==> src/rtl/toggle_xfer_arb.sv <==
// toggle_xfer_arb: round-robin arbiter sharing one toggle-synchronizer crossing among N event sources
// Ports: clk, rst_n (async, active-low), en (grant enable), req[N] (event pulses),
//        ack_tog (synchronized returned toggle, only with TOGGLE_ARB_ACK_EN),
//        tog_out (toggle to synchronizer), id_out (last winner), gnt[N] (grant pulse),
//        busy (spacing/ack interval running), ovf[N] (dropped-event pulse).
// Build option: define TOGGLE_ARB_ACK_EN for closed-loop ack spacing instead of the GAP countdown.
module toggle_xfer_arb #(
  parameter int N   = 4,
  parameter int GAP = 4,
  parameter int IDW = $clog2(N)
) (
  input  logic           clk,
  input  logic           rst_n,
  input  logic           en,
  input  logic [N-1:0]   req,
`ifdef TOGGLE_ARB_ACK_EN
  input  logic           ack_tog,
`endif
  output logic           tog_out,
  output logic [IDW-1:0] id_out,
  output logic [N-1:0]   gnt,
  output logic           busy,
  output logic [N-1:0]   ovf
);
  typedef enum logic [1:0] {IDLE, HOLD, WAIT_ACK} state_t;
  state_t state, state_n;
  logic [N-1:0] pending, win_oh;
  logic [IDW-1:0] ptr, win, idx;
  logic [7:0] cnt, cnt_n;
  logic any, slot, grant;
  // scan from the farthest slot back to ptr so the nearest pending requester wins
  always_comb begin
    win = '0;
    idx = '0;
    any = 1'b0;
    for (int k = N - 1; k >= 0; k--) begin
      idx = IDW'((int'(ptr) + k) % N);
      if (pending[idx]) begin
        win = idx;
        any = 1'b1;
      end
    end
  end
`ifdef TOGGLE_ARB_ACK_EN
  assign slot = state == IDLE || (state == HOLD && cnt == 8'd0) || (state == WAIT_ACK && ack_tog == tog_out);
`else
  assign slot = state == IDLE || (state == HOLD && cnt == 8'd0);
`endif
  assign grant  = slot && en && any;
  assign win_oh = grant ? (N'(1) << win) : '0;
  assign busy   = state != IDLE;
  always_comb begin
    state_n = state;
    cnt_n   = cnt;
`ifdef TOGGLE_ARB_ACK_EN
    if (grant) state_n = WAIT_ACK;
`else
    if (grant) state_n = HOLD;
`endif
    else if (slot) state_n = IDLE;
    if (grant) cnt_n = 8'(GAP - 1);
    else if (state == HOLD && cnt != 8'd0) cnt_n = cnt - 8'd1;
  end
  always_ff @(posedge clk or negedge rst_n)
    if (!rst_n) begin
      state <= IDLE;
      cnt   <= '0;
    end else begin
      state <= state_n;
      cnt   <= cnt_n;
    end
  // a req landing on its own grant edge re-arms pending without counting as an overflow
  always_ff @(posedge clk or negedge rst_n)
    if (!rst_n) begin
      pending <= '0;
      ovf     <= '0;
      gnt     <= '0;
      tog_out <= 1'b0;
      id_out  <= '0;
      ptr     <= '0;
    end else begin
      pending <= (pending & ~win_oh) | req;
      ovf     <= req & pending & ~win_oh;
      gnt     <= win_oh;
      if (grant) begin
        tog_out <= ~tog_out;
        id_out  <= win;
        ptr     <= (win == IDW'(N - 1)) ? '0 : win + 1'b1;
      end
    end
endmodule

==> config.mk <==
export PLATFORM = sky130hd
export DESIGN_NAME = toggle_xfer_arb
export DESIGN_NICKNAME = d
export VERILOG_FILES = /design/src/rtl/toggle_xfer_arb.sv
export SDC_FILE = /design/constraint.sdc
export NUM_CORES = 1
export LEC_CHECK = 0
export BUFFER_PORTS_ARGS = -buffer_cell sky130_fd_sc_hd__buf_2
export CORE_UTILIZATION = 30
export CTS_BUF_LIST = sky130_fd_sc_hd__clkbuf_2 sky130_fd_sc_hd__clkbuf_4 sky130_fd_sc_hd__clkbuf_8
export DETAILED_ROUTE_END_ITERATION = 10
export GPL_TIMING_DRIVEN = 0
export SLEW_MARGIN = 0
export SYNTH_ARGS = -nofsm -noshare
export SYNTH_HDL_FRONTEND = slang
export SYNTH_SLANG_ARGS = --single-unit
==> constraint.sdc <==
create_clock -name clk -period 3.8 [get_ports clk]
set_clock_uncertainty 0.2 [all_clocks]
set_input_delay 0.19 -clock clk [delete_from_list [all_inputs] [get_ports clk]]
set_output_delay 0.19 -clock clk [all_outputs]
set_load 0.02 [all_outputs]
# [Word level (Yosys, flattened, before mapping)]
# Cells that the tools add are included.
[word_totals] reg_bits=27 inputBits=7 word_cells=59
[op_classes] add_sub_neg=5 order_cmp=4 eq_ne=2 n_shift=1 muxes=22 n_bitwise=6 n_reduce_logical=11
[ops] cell="8-bit 2-to-1 mux" n=2
[ops] cell="2-bit 2-to-1 mux" n=7
[ops] cell="4-bit bitwise AND" n=3
[ops] cell="2-bit by 3-bit < comparator with 1-bit output (second input constant)" n=4
[ops] cell="1-bit binary-select mux with 2-bit select" n=4
[ops] cell="8-bit zero test" n=1
[ops] cell="1-bit 2-to-1 mux" n=8
[ops] cell="8-bit nonzero test" n=1
[ops] cell="8-bit by 1-bit subtractor with 8-bit output (second input constant)" n=1
[ops] cell="2-bit nonzero test" n=3
[ops] cell="2-bit by 1-bit adder with 2-bit output (second input constant)" n=2
[ops] cell="2-bit adder (second input constant)" n=2
[ops] cell="1-bit logical AND" n=4
[ops] cell="4-bit 2-to-1 mux" n=1
[ops] cell="4-bit inverter" n=1
[ops] cell="4-bit bitwise OR" n=1
[ops] cell="1-bit by 2-bit left shift with 4-bit output (first input constant)" n=1
[ops] cell="2-bit by 1-bit == test with 1-bit output (second input constant)" n=1
[ops] cell="2-bit == test (second input constant)" n=1
[ops] cell="2-bit zero test" n=1
[ops] cell="1-bit logical OR" n=1
[ops] cell="1-bit inverter" n=1

# [Logic depth before layout (Yosys ltp)]
# Gate-level depths: netlist of the first run.
[depth] word_depth=12 ltp_mapped=7 mapped_depth_nobuf=6

# [Least setup slack after synthesis of the first run]
# Ideal clock, no wire load.
[synth_path] path_kind="register to register" from="register cnt[0]" to="register id_out[1]" arrival_ns=1.728 setup_slack_ns=1.747 path_stages_with_launch=8 path_buffers=1 path_cell_list="dfrtp_1 -> inv_1 -> ha_1 -> nor3b_1 -> a21boi_2 -> nor2_4 -> buf_6 -> mux2_4"
[synth_via] elab_chain_len=5
[synth_rtl] item="start: declaration" line="29" rtl="logic [7:0] cnt, cnt_n;"
[synth_rtl] item="start signal: assignment" line="70" rtl="cnt <= cnt_n;"
[synth_rtl] item="8-bit zero test" line="47" rtl="assign slot = state == IDLE || (state == HOLD && cnt == 8'd0);"
[synth_rtl] item="1-bit logical AND" line="47"
[synth_rtl] item="1-bit logical OR" line="47"
[synth_rtl] item="1-bit logical AND (2 in series)" line="49" rtl="assign grant = slot && en && any;"
[synth_rtl] item="end signal: assignment" line="87" rtl="id_out <= win;"
[synth_rtl] item="end: declaration" line="20" rtl="output logic [IDW-1:0] id_out,"
# No other way between the ends.
# A chain may end at the register's enable or synchronous reset.

# [Worst setup path in the final report of the first run]
# Same ends and word-level chain as after synthesis.

==> results by group, run 1 <==
Outcome
  • Status: complete, no violations

Setup path
  • CP max FO: 10
  • Critical Path Start: cnt[0]
  • Critical Path Sink Type: flop
  • Startpoint Class: flop
  • WP data arrival: 2.25 ns
  • Reg2reg start: cnt[0]
  • CP Class: reg2reg
  • WP data required: 3.75 ns

Synthesis
  • Synth cell count leaders: dfrtp_1 (26), nor2_1 (13), inv_1 (12)
  • Top-count cell post-synth: dfrtp_1
  • Share of synthesized registers carrying an async set or reset: 1.00
  • Area leader, netlist: dfrtp_1
  • Netlist cell types: 33
  • Seq/Total Area, Yosys: 0.511
  • Post-synthesis register bit count: 26
  • Number of enable flip-flop cells after synthesis: 0
  • Ys flop type: dfrtp_1
  • Synth warn: 0
  • Post-Synthesis Net Count: around 130
  • Post-synth top area share: 0.511
  • Synthesized instance count: approximately 120
  • Largest cells by area after synthesis: dfrtp_1 (51%), ha_1 (5.9%), nor2_1 (3.8%)
  • Mapped Avg Cell Area: around 11 um^2
  • Synthesized area: about 1300 um^2

Global route
  • Vias in the first global route: 884
  • First-pass GRT wire length: just under 4000 um
  • Total gr overflow: 0
  • Largest net degree at the start of global routing: 27
  • All-Layer GR Usage: 0.117
  • Initial antenna violation count: 0

Detailed routing
  • Final ANT Viol Nets: 0
  • DRC: 0
  • Routed len/inst: around 12 um
  • Routed WL: 2260 um
  • Vias post-DR: between 900 and 1000
  • Routed vias/inst: approximately 4.7
  • Detailed Route Iter0 Violations: 38
  • 1st-pass router iterations: 4

Finish
  • Area Growth Syn to Fin: 19.2%
  • Final core occ: 0.376
  • Nets: 156
  • Layout cell share with drive strength beyond 1: 0.227
  • Antenna fix cells: 0

Pwr
  • Switching power: 0.000367 W
  • Combinational share of power: 0.396
  • Sequential power share: 0.446
  • Power, Total: between 0.0009 and 0.001 W
  • Pwr dens: about 640 nW/um^2
  • Worst VDD drop: about 0.16 mV
  • Pint: 0.000601 W
  • Leak: approximately 0.72 nW
  • Clk network pwr share: 0.158
  • Sw Share: 0.379

Timing
  • Slew headroom: 0.620
  • Actual slew at the worst max-slew pin: 0.569 ns
  • F_max: 0.436 GHz
  • Max Transition Viols Final: 0
  • Worst hold slack: ~0.025 ns
  • Post-layout min period: 2.29 ns
  • Final Setup Violations: 0
  • Final Hold Viols: 0
  • Setup ws final: 1.51 ns
  • Crit share post-route: 0.604
  • RSZ-0062 raised after global routing: false
  • Setup TNS: 0 ns

Place
  • Number of port buffers: 18
  • Pre-CTS setup slack: ~1.6 ns
  • DP Wirelength: ~1700 um
  • GPL Wtd Cong: ~0.87

CTS
  • H-tree levels: 1
  • CTS tree: built
  • Clock transition at the registers of the reported paths: ~0.090 ns
  • Hold_buf cts: 5
  • Clock buffer depth: 2
  • Clk Latency, worst-skew pair: between 0.2 and 0.3 ns
  • Setup repair bufs after CTS: 0
  • Root Buffer Master: clkbuf_8
  • Cts repair resizes: 0
  • Clock net sink count: 26
  • TritonCTS Buffers: 3

Floorplanning
  • Die width: 67.1 um
  • Core area: about 4000 um^2
  • I/O pin cnt: 19
  • Row Count: 23
  • Initial core utilization: 0.316
  • Die ar.: roughly 4500 um^2
  • Chip Height: approximately 67 um

Hold path
  • Hold Path Class: in2reg
  • Worst Min Path Start: en

Job
  • Max cap viols: 0
-- cell usage in the layout, fill, tap and decap left out, drive strengths merged, types with 4 or more instances in the layout --
cell type    Yosys  final
a21oi            9      9
nor2            14     14
buf              2     20
dfrtp           26     26
a211oi           5      5
inv             12     12
mux2             4      4
dlygate4sd3      0      5
ha               6      6
and2             4      4
a31oi            6      6
-- layer usage --
metal,up-vias,part of all wire,GRT usage
li1,447,-,-
met1,439,0.47,0.149
met2,14,0.50,0.188
met3,2,0.024,0.0188
met4,0,0.0071,0.0638
met5,-,0,0
-- path summary, 6_finish.rpt --
check / endpoint / slack (ns) / depth (start not counted)
worst max-delay path: id_out[1] / 1.51 / 7
worst min-delay path: state[0] / 0.03 / 3
worst max register to register: id_out[1] / 1.51 / 7
worst min register to register: tog_out / 0.28 / 1
max in group asynchronous: tog_out / 2.77 / 2
min in group asynchronous: cnt[6] / 0.24 / 2
-- registers in the layout, summed over array words and instances, names as in the netlist --
signal,cells
state,1
tog_out,1
ptr,2
ovf,4
gnt,4
pending,4
cnt,8
id_out,2
-- per-stage QoR --
step | instance area [um^2] | instances
floorplan | 1270 | 115
global placement | 1430 | 183
detailed placement | 1430 | 183
CTS | 1520 | 191
global route | 1520 | 191
finish | 1520 | 191
-- power groups by stage --
stage	combinational, W	clock [W]	sequential, W
final	0.000383	0.000153	0.000431
after global routing	0.000438	0.000170	0.000443
after CTS	0.000389	0.000158	0.000432
after detailed placement	0.000382	0	0.000437
after global placement	0.000371	0	0.000432
after floorplan	0.000269	0	0.000449
-- critical path: stages, from the launching register on --
cell and delay (ns):
dfrtp_1 0.42, inv_1 0.09, ha_1 0.20, nor3b_1 0.44
a21boi_2 0.19, nor2_4 0.18, buf_6 0.16, mux2_4 0.30
-- area by class of cell --
type | count | area (um^2)
flip-flops and latches | 26 | 651
plain buffers | 2 | 16.3
multi-input cells | 75 | 561
clock buffers | 3 | 41.3
inverters | 12 | 45.0
fillers | 423 | 2510
well taps | 50 | 62.6
repair buffers | 23 | 140
-- logic make-up after synthesis --
family / synth area share
buffers and inverters: 0.0482
AO/OA/AOI/OAI: 0.152
XOR/XNOR: 0.0275
multiplexers: 0.0413
AND/OR/NAND/NOR: 0.160
flip-flops: 0.511
adder cells (fa/ha/maj): 0.0590
No activity file was read; power rests on OpenSTA's default activity.
==> run 2, diff against run 1 <==
--- a/config.mk
+++ b/config.mk
@@ -5,6 +5,7 @@
 export SDC_FILE = /design/constraint.sdc
 export NUM_CORES = 1
 export LEC_CHECK = 0
+export ABC_AREA = 1
 export BUFFER_PORTS_ARGS = -buffer_cell sky130_fd_sc_hd__buf_2
 export CORE_UTILIZATION = 30
 export CTS_BUF_LIST = sky130_fd_sc_hd__clkbuf_2 sky130_fd_sc_hd__clkbuf_4 sky130_fd_sc_hd__clkbuf_8
==> constraint.sdc (replaced) <==
create_clock -name clk -period 2.35 [get_ports clk]
set_clock_uncertainty 0.2 [all_clocks]
set_input_delay 0.1175 -clock clk [delete_from_list [all_inputs] [get_ports clk]]
set_output_delay 0.1175 -clock clk [all_outputs]
set_load 0.02 [all_outputs]
==> results by group, run 2 <==
Detailed routing
  • Routed vias/inst: 4.35 (-7.8%)
  • DRC: 0 (unchanged)
  • Final ANT Viol Nets: 0 (unchanged)
  • Detailed Route Iter0 Violations: 50 (+32%)
  • 1st-pass router iterations: 6 (+2)
  • Vias post-DR: 1154 (+28%)
  • Routed WL: 2610 um (+15%)
  • Routed len/inst: 9.83 um (-17%)

Synthesis
  • Post-Synthesis Net Count: 200 (+56%)
  • Post-synthesis register bit count: 26 (unchanged)
  • Synthesized instance count: 187 (+63%)
  • Mapped Avg Cell Area: 7.74 um^2 (-30%)
  • Synth warn: 0 (unchanged)
  • Synth cell count leaders: nand2_1 (57), inv_1 (29), dfrtp_1 (26)
  • Synthesized area: 1450 um^2 (+14%)
  • Netlist cell types: 23 (-30%)
  • Seq/Total Area, Yosys: 0.449 (-0.0619)
  • Ys flop type: dfrtp_1
  • Largest cells by area after synthesis: dfrtp_1 (45%), nand2_1 (15%), inv_1 (7.5%)
  • Share of synthesized registers carrying an async set or reset: 1.00 (unchanged)
  • Top-count cell post-synth: nand2_1
  • Area leader, netlist: dfrtp_1
  • Number of enable flip-flop cells after synthesis: 0 (unchanged)
  • Post-synth top area share: 0.449 (-0.0619)

Place
  • Number of port buffers: 18 (unchanged)
  • GPL Wtd Cong: 0.853 (-2.3%)
  • DP Wirelength: 1960 um (+16%)
  • Pre-CTS setup slack: 0.167 ns (-1.39 ns)

Finish
  • Layout cell share with drive strength beyond 1: 0.216 (-0.0110)
  • Antenna fix cells: 0 (unchanged)
  • Area of all sequential standard cells: 651 um^2 (unchanged)
  • Most frequent cells in the layout: nand2_1 (57), inv_1 (29), dfrtp_1 (26)
  • Area of the multi-input gates: 639 um^2 (+14%)
  • Largest Register: cnt
  • Final core occ: 0.376 (about the same)
  • Fillers: 475 (+12%)
  • Max reg flops: 8 (unchanged)
  • Area Growth Syn to Fin: 17.0%
  • Nets: 228 (+46%)
  • Commonest non-fill, non-tap cell in the layout: nand2_1

Global route
  • All-Layer GR Usage: 0.116 (-0.000560)
  • Total gr overflow: 0 (unchanged)
  • First-pass GRT wire length: 4620 um (+19%)
  • Initial antenna violation count: 0 (unchanged)
  • Vias in the first global route: 1020 (+15%)
  • Largest net degree at the start of global routing: 27 (unchanged)

Floorplanning
  • Core area: 4500 um^2 (+12%)
  • Row Count: 24 (+4.3%)
  • Die width: 71.5 um (+6.5%)
  • Initial core utilization: 0.321 (+0.00555)
  • Die ar.: 5110 um^2 (+13%)
  • Chip Height: 71.5 um (+6.5%)
  • I/O pin cnt: 19 (unchanged)

CTS
  • CTS tree: built
  • Clk Latency, worst-skew pair: 0.26 ns (about the same)
  • Root Buffer Master: clkbuf_8
  • H-tree levels: 1 (unchanged)
  • Clock buffer depth: 2 (unchanged)
  • Setup repair bufs after CTS: 0 (unchanged)
  • Clock net sink count: 26 (unchanged)
  • Clock transition at the registers of the reported paths: 0.08 ns (about the same)
  • TritonCTS Buffers: 3 (unchanged)

Timing
  • Actual slew at the worst max-slew pin: 0.574 ns (+0.00411 ns)
  • Final Setup Violations: 0 (unchanged)
  • RSZ-0062 raised after global routing: false
  • Worst hold slack: 0.0891 ns (+0.0639 ns)
  • Slew headroom: 0.618 (-0.00274)
  • Setup TNS: 0 ns (unchanged)
  • Setup ws final: 0.276 ns (-1.23 ns)
  • F_max: 0.482 GHz (+11%)
  • Max Transition Viols Final: 0 (unchanged)
  • Post-layout min period: 2.07 ns (-0.220 ns)
  • Final Hold Viols: 0 (unchanged)
  • Crit share post-route: 0.883 (+0.279)

Setup path
  • Critical Path Sink Type: flop
  • Cells along the critical path: buf_6 -> inv_8 -> nand2_1 -> nand3_1 -> inv_1 -> nor2_1 -> nor2_1 -> o21ai_1 -> inv_1 -> ha_1 -> nand3_1 -> nand3_1 -> inv_1
  • Critical path buffer and inverter count: 5 (+3)
  • Family with the most delay on the worst path: simple AND/OR/NAND/NOR gates
  • Startpoint Class: flop
  • CP peak stage delay: 0.38 ns (-0.06 ns)
  • WP data required: 2.36 ns (-1.39 ns)
  • CP Class: reg2reg
  • Critical path's slowest cell: dfrtp_1
  • WP data arrival: 2.08 ns (-0.17 ns)
  • CP max FO: 8 (-2)

Pwr
  • Switching power: 0.000994 W (+170%)
  • Sw Share: 0.465 (+0.0863)
  • Sequential power share: 0.334 (-0.112)
  • Pwr dens: 1260 nW/um^2 (+98%)
  • Combinational share of power: 0.553 (+0.157)
  • Leak: 1.02 nW (+41%)
  • Power, Total: 0.00214 W (+120%)
  • Clk network pwr share: 0.113 (-0.045)
  • Worst VDD drop: 0.452 mV (+190%)
  • Pint: 0.00114 W (+90%)

Hold path
  • Hold Path Class: in2reg

Job
  • Max cap viols: 0 (unchanged)

Outcome
  • Status: complete, no violations
## run 2: final cells by class
cell class                      count  area share
Inverter                           33      0.0775
Buffer                              2      0.0155
Timing Repair Buffer               23      0.0827
Clock buffer                        3      0.0244
Sequential cell                    26       0.384
Multi-Input combinational cell    126       0.377
Tap cell                           52      0.0384
## run 2: repair_timing
item,in CTS,in global routing
hold endpoints to repair,34,0
gates resized for setup,0,1
hold buffers,5,0
endpoints found under the setup margin,0,8
## run 2: kinds of logic (layout without fill, tap and decap cells)
kind of cell	Yosys count	in the layout	synth area share
and+or+nand+nor	109	109	0.341
buffers and inverters	35	61	0.109
DFF	26	26	0.449
AOI/OAI and AO/OA	8	8	0.0302
adders and majority gates	6	6	0.0519
xor gates and xnor gates	3	3	0.0182
## run 2: worst reg2reg max path: stages, from the launching register on
cell and delay (ns):
dfrtp_1 0.38, buf_6 0.14, inv_8 0.07, nand2_1 0.08
nand3_1 0.10, inv_1 0.05, nor2_1 0.09, nor2_1 0.05
o21ai_1 0.27, inv_1 0.12, ha_1 0.19, nand3_1 0.15
nand3_1 0.08, inv_1 0.05
## run 2: layer usage
| layer | up-vias | GRT usage | share of wire |
|---|---|---|---|
| met5 | - | 0 | 0 |
| met4 | 0 | 0.0392 | 0.013 |
| met3 | 2 | 0.0338 | 0.054 |
| met2 | 31 | 0.180 | 0.42 |
| met1 | 504 | 0.157 | 0.51 |
| li1 | 617 | - | - |
## run 2: final timing paths
check,from,to,slack [ns],cells past startpoint
setup / recovery,ptr[0],ovf[1],0.28,13
min in group asynchronous,rst_n,cnt[0],0.18,2
hold reg to reg,tog_out,tog_out,0.29,1
setup reg to reg,ptr[0],ovf[1],0.28,13
hold / removal,en,gnt[0],0.09,5
max in group asynchronous,rst_n,pending[3],1.40,2
## run 2: power by group through the flow
stage	clock network, W	registers (W)	logic (W)
final	0.000241	0.000714	0.00118
after global routing	0.000274	0.000737	0.00136
after CTS	0.000254	0.000714	0.00119
after detailed placement	0	0.000720	0.00118
after global placement	0	0.000722	0.00117
after floorplan	0	0.000782	0.000864
## run 2: metrics by stage
step                      cells  instance area, um^2
after global placement      257                 1600
after floorplan             187                 1450
after CTS                   265                 1690
final                       265                 1690
after detailed placement    257                 1600
after global routing        265                 1690
==> run 3, diff against run 2 <==
--- a/config.mk
+++ b/config.mk
@@ -7,10 +7,12 @@
 export LEC_CHECK = 0
 export ABC_AREA = 1
 export BUFFER_PORTS_ARGS = -buffer_cell sky130_fd_sc_hd__buf_2
+export CORE_MARGIN = 2
 export CORE_UTILIZATION = 30
 export CTS_BUF_LIST = sky130_fd_sc_hd__clkbuf_2 sky130_fd_sc_hd__clkbuf_4 sky130_fd_sc_hd__clkbuf_8
 export DETAILED_ROUTE_END_ITERATION = 10
 export GPL_TIMING_DRIVEN = 0
+export REMOVE_ABC_BUFFERS = 1
 export SLEW_MARGIN = 0
 export SYNTH_ARGS = -nofsm -noshare
 export SYNTH_HDL_FRONTEND = slang
==> results by group, run 3 (synthesized netlist as in run 2, its figures left out) <==
Setup path
  • Startpoint Class: flop
  • CP Class: reg2reg
  • WP data arrival: 2.15 ns (+0.07 ns)
  • WP data required: 2.38 ns (+0.02 ns)
  • CP max FO: 8 (unchanged)
  • Critical Path Sink Type: flop

Floorplanning
  • Chip Height: 73.5 um (+2.8%)
  • Core area: 4690 um^2 (+4.2%)
  • I/O pin cnt: 19 (unchanged)
  • Initial core utilization: 0.309 (-0.0129)
  • Die width: 73.5 um (+2.8%)
  • Row Count: 25 (+4.2%)
  • Die ar.: 5400 um^2 (+5.7%)

Timing
  • Crit share post-route: 0.906 (+0.0231)
  • Max Transition Viols Final: 0 (unchanged)
  • Post-layout min period: 2.13 ns (+0.0542 ns)
  • Setup TNS: 0 ns (unchanged)
  • Worst hold slack: 0.0626 ns (-0.0265 ns)
  • RSZ-0062 raised after global routing: false
  • Final Hold Viols: 0 (unchanged)
  • Actual slew at the worst max-slew pin: 0.593 ns (+0.0195 ns)
  • Slew headroom: 0.605 (-0.0130)
  • F_max: 0.470 GHz (-2.5%)
  • Final Setup Violations: 0 (unchanged)

CTS
  • Clock net sink count: 26 (unchanged)
  • TritonCTS Buffers: 3 (unchanged)
  • Clock transition at the registers of the reported paths: 0.10 ns (+0.02 ns)
  • H-tree levels: 1 (unchanged)
  • Setup repair bufs after CTS: 0 (unchanged)
  • Clk Latency, worst-skew pair: 0.28 ns (+0.02 ns)
  • Clock buffer depth: 2 (unchanged)
  • CTS tree: built
  • Root Buffer Master: clkbuf_8

Hold path
  • Hold Path Class: in2reg

Outcome
  • Status: complete, no violations

Detailed routing
  • Vias post-DR: 1148 (-0.52%)
  • Routed WL: 2620 um (+0.58%)
  • Routed vias/inst: 4.32 (-0.89%)
  • Detailed Route Iter0 Violations: 25 (-50%)
  • Final ANT Viol Nets: 0 (unchanged)
  • Routed len/inst: 9.85 um (+0.20%)
  • DRC: 0 (unchanged)
  • 1st-pass router iterations: 4 (-2)

Finish
  • Largest Register: cnt
  • Antenna fix cells: 0 (unchanged)
  • Max reg flops: 8 (unchanged)
  • Nets: 226 (-0.88%)
  • Final Non-Filler Cells: 266 (+0.38%)
  • Layout cell share with drive strength beyond 1: 0.217 (+0.00102)
  • Area of all sequential standard cells: 652 um^2 (+0.19%)
  • Most frequent cells in the layout: nand2_1 (57), inv_1 (29), dfrtp_1 (25)
  • Area of the multi-input gates: 639 um^2 (unchanged)
  • Commonest non-fill, non-tap cell in the layout: nand2_1
  • Area Growth Syn to Fin: 17.5%
  • Fillers: 496 (+4.4%)

Place
  • GPL Wtd Cong: 0.766 (-10%)
  • Post-Place Cells: 257 (unchanged)
  • Number of port buffers: 18 (unchanged)
  • DP Wirelength: 1980 um (+1.4%)

Global route
  • Total gr overflow: 0 (unchanged)
  • All-Layer GR Usage: 0.111 (-0.00553)
  • Largest net degree at the start of global routing: 27 (unchanged)
  • First-pass GRT wire length: 4640 um (+0.58%)
  • Vias in the first global route: 1052 (+3.1%)
  • Initial antenna violation count: 0 (unchanged)

Job
  • Max cap viols: 0 (unchanged)

Pwr
  • Pwr dens: 1310 nW/um^2 (+4.1%)
  • Worst VDD drop: 0.368 mV (-18%)
  • Leak: 1.02 nW (about the same)
## run 3: area by class of cell
cell class,instances,area share
Clock buffer,3,0.0243
Clock inverter,1,0.0176
Inverter,33,0.0772
Multi-Input combinational cell,126,0.376
Sequential cell,26,0.383
Tap cell,54,0.0397
Timing Repair Buffer,23,0.0824
## run 3: repair_timing
action                                  CTS  global route
hold buffers                              5             0
hold endpoints to repair                 34             0
endpoints found under the setup margin    1             4
gates resized for setup                   1             1
## run 3: power by group
part | total, W | switching, W | internal (W)
logic | 0.00112 | 0.000721 | 0.000397
registers | 0.000739 | 0.000136 | 0.000603
clock network | 0.000378 | 0.000150 | 0.000228
## run 3: stage by stage
step / power, W / setup WS [ns] / util / area [um^2]
6_report: 0.00223 / 0.222 / 0.363 / 1700
5_1_grt: 0.00247 / 0.0607 / 0.363 / 1700
2_1_floorplan: 0.00161 / 0.376 / - / 1420
3_3_place_gp: 0.00185 / 0.0454 / 0.337 / 1580
3_5_place_dp: 0.00187 / 0.0144 / 0.337 / 1580
4_1_cts: 0.00227 / 0.139 / 0.362 / 1700
## run 3: critical path: stages, from the launching register on
cell     delay [ns]
dfrtp_2        0.50
inv_8          0.11
nand2_1        0.08
nand3_1        0.10
inv_1          0.04
nor2_1         0.08
nor2_1         0.05
o21ai_1        0.29
inv_1          0.11
ha_1           0.19
nand3_1        0.16
nand3_1        0.09
inv_1          0.06
## run 3: routing by layer
| metal | share of wire | vias up | GRT usage | wire length [um] |
|---|---|---|---|---|
| met4 | 0.012 | 0 | 0.0424 | 32 |
| li1 | - | 614 | - | - |
| met5 | 0 | - | 0 | 0 |
| met1 | 0.54 | 508 | 0.157 | 1410 |
| met2 | 0.41 | 22 | 0.166 | 1080 |
| met3 | 0.037 | 4 | 0.0219 | 98 |
## run 3: path summary, 6_finish.rpt
check                              from       to  slack [ns]  cells after the start
max in group asynchronous         rst_n   ptr[0]        1.36                      2
worst max-delay path             ptr[0]   ovf[0]        0.22                     12
min in group asynchronous         rst_n   ptr[1]        0.17                      2
worst max register to register   ptr[0]   ovf[0]        0.22                     12
worst min-delay path                 en   gnt[1]        0.06                      5
worst min register to register  tog_out  tog_out        0.27                      1
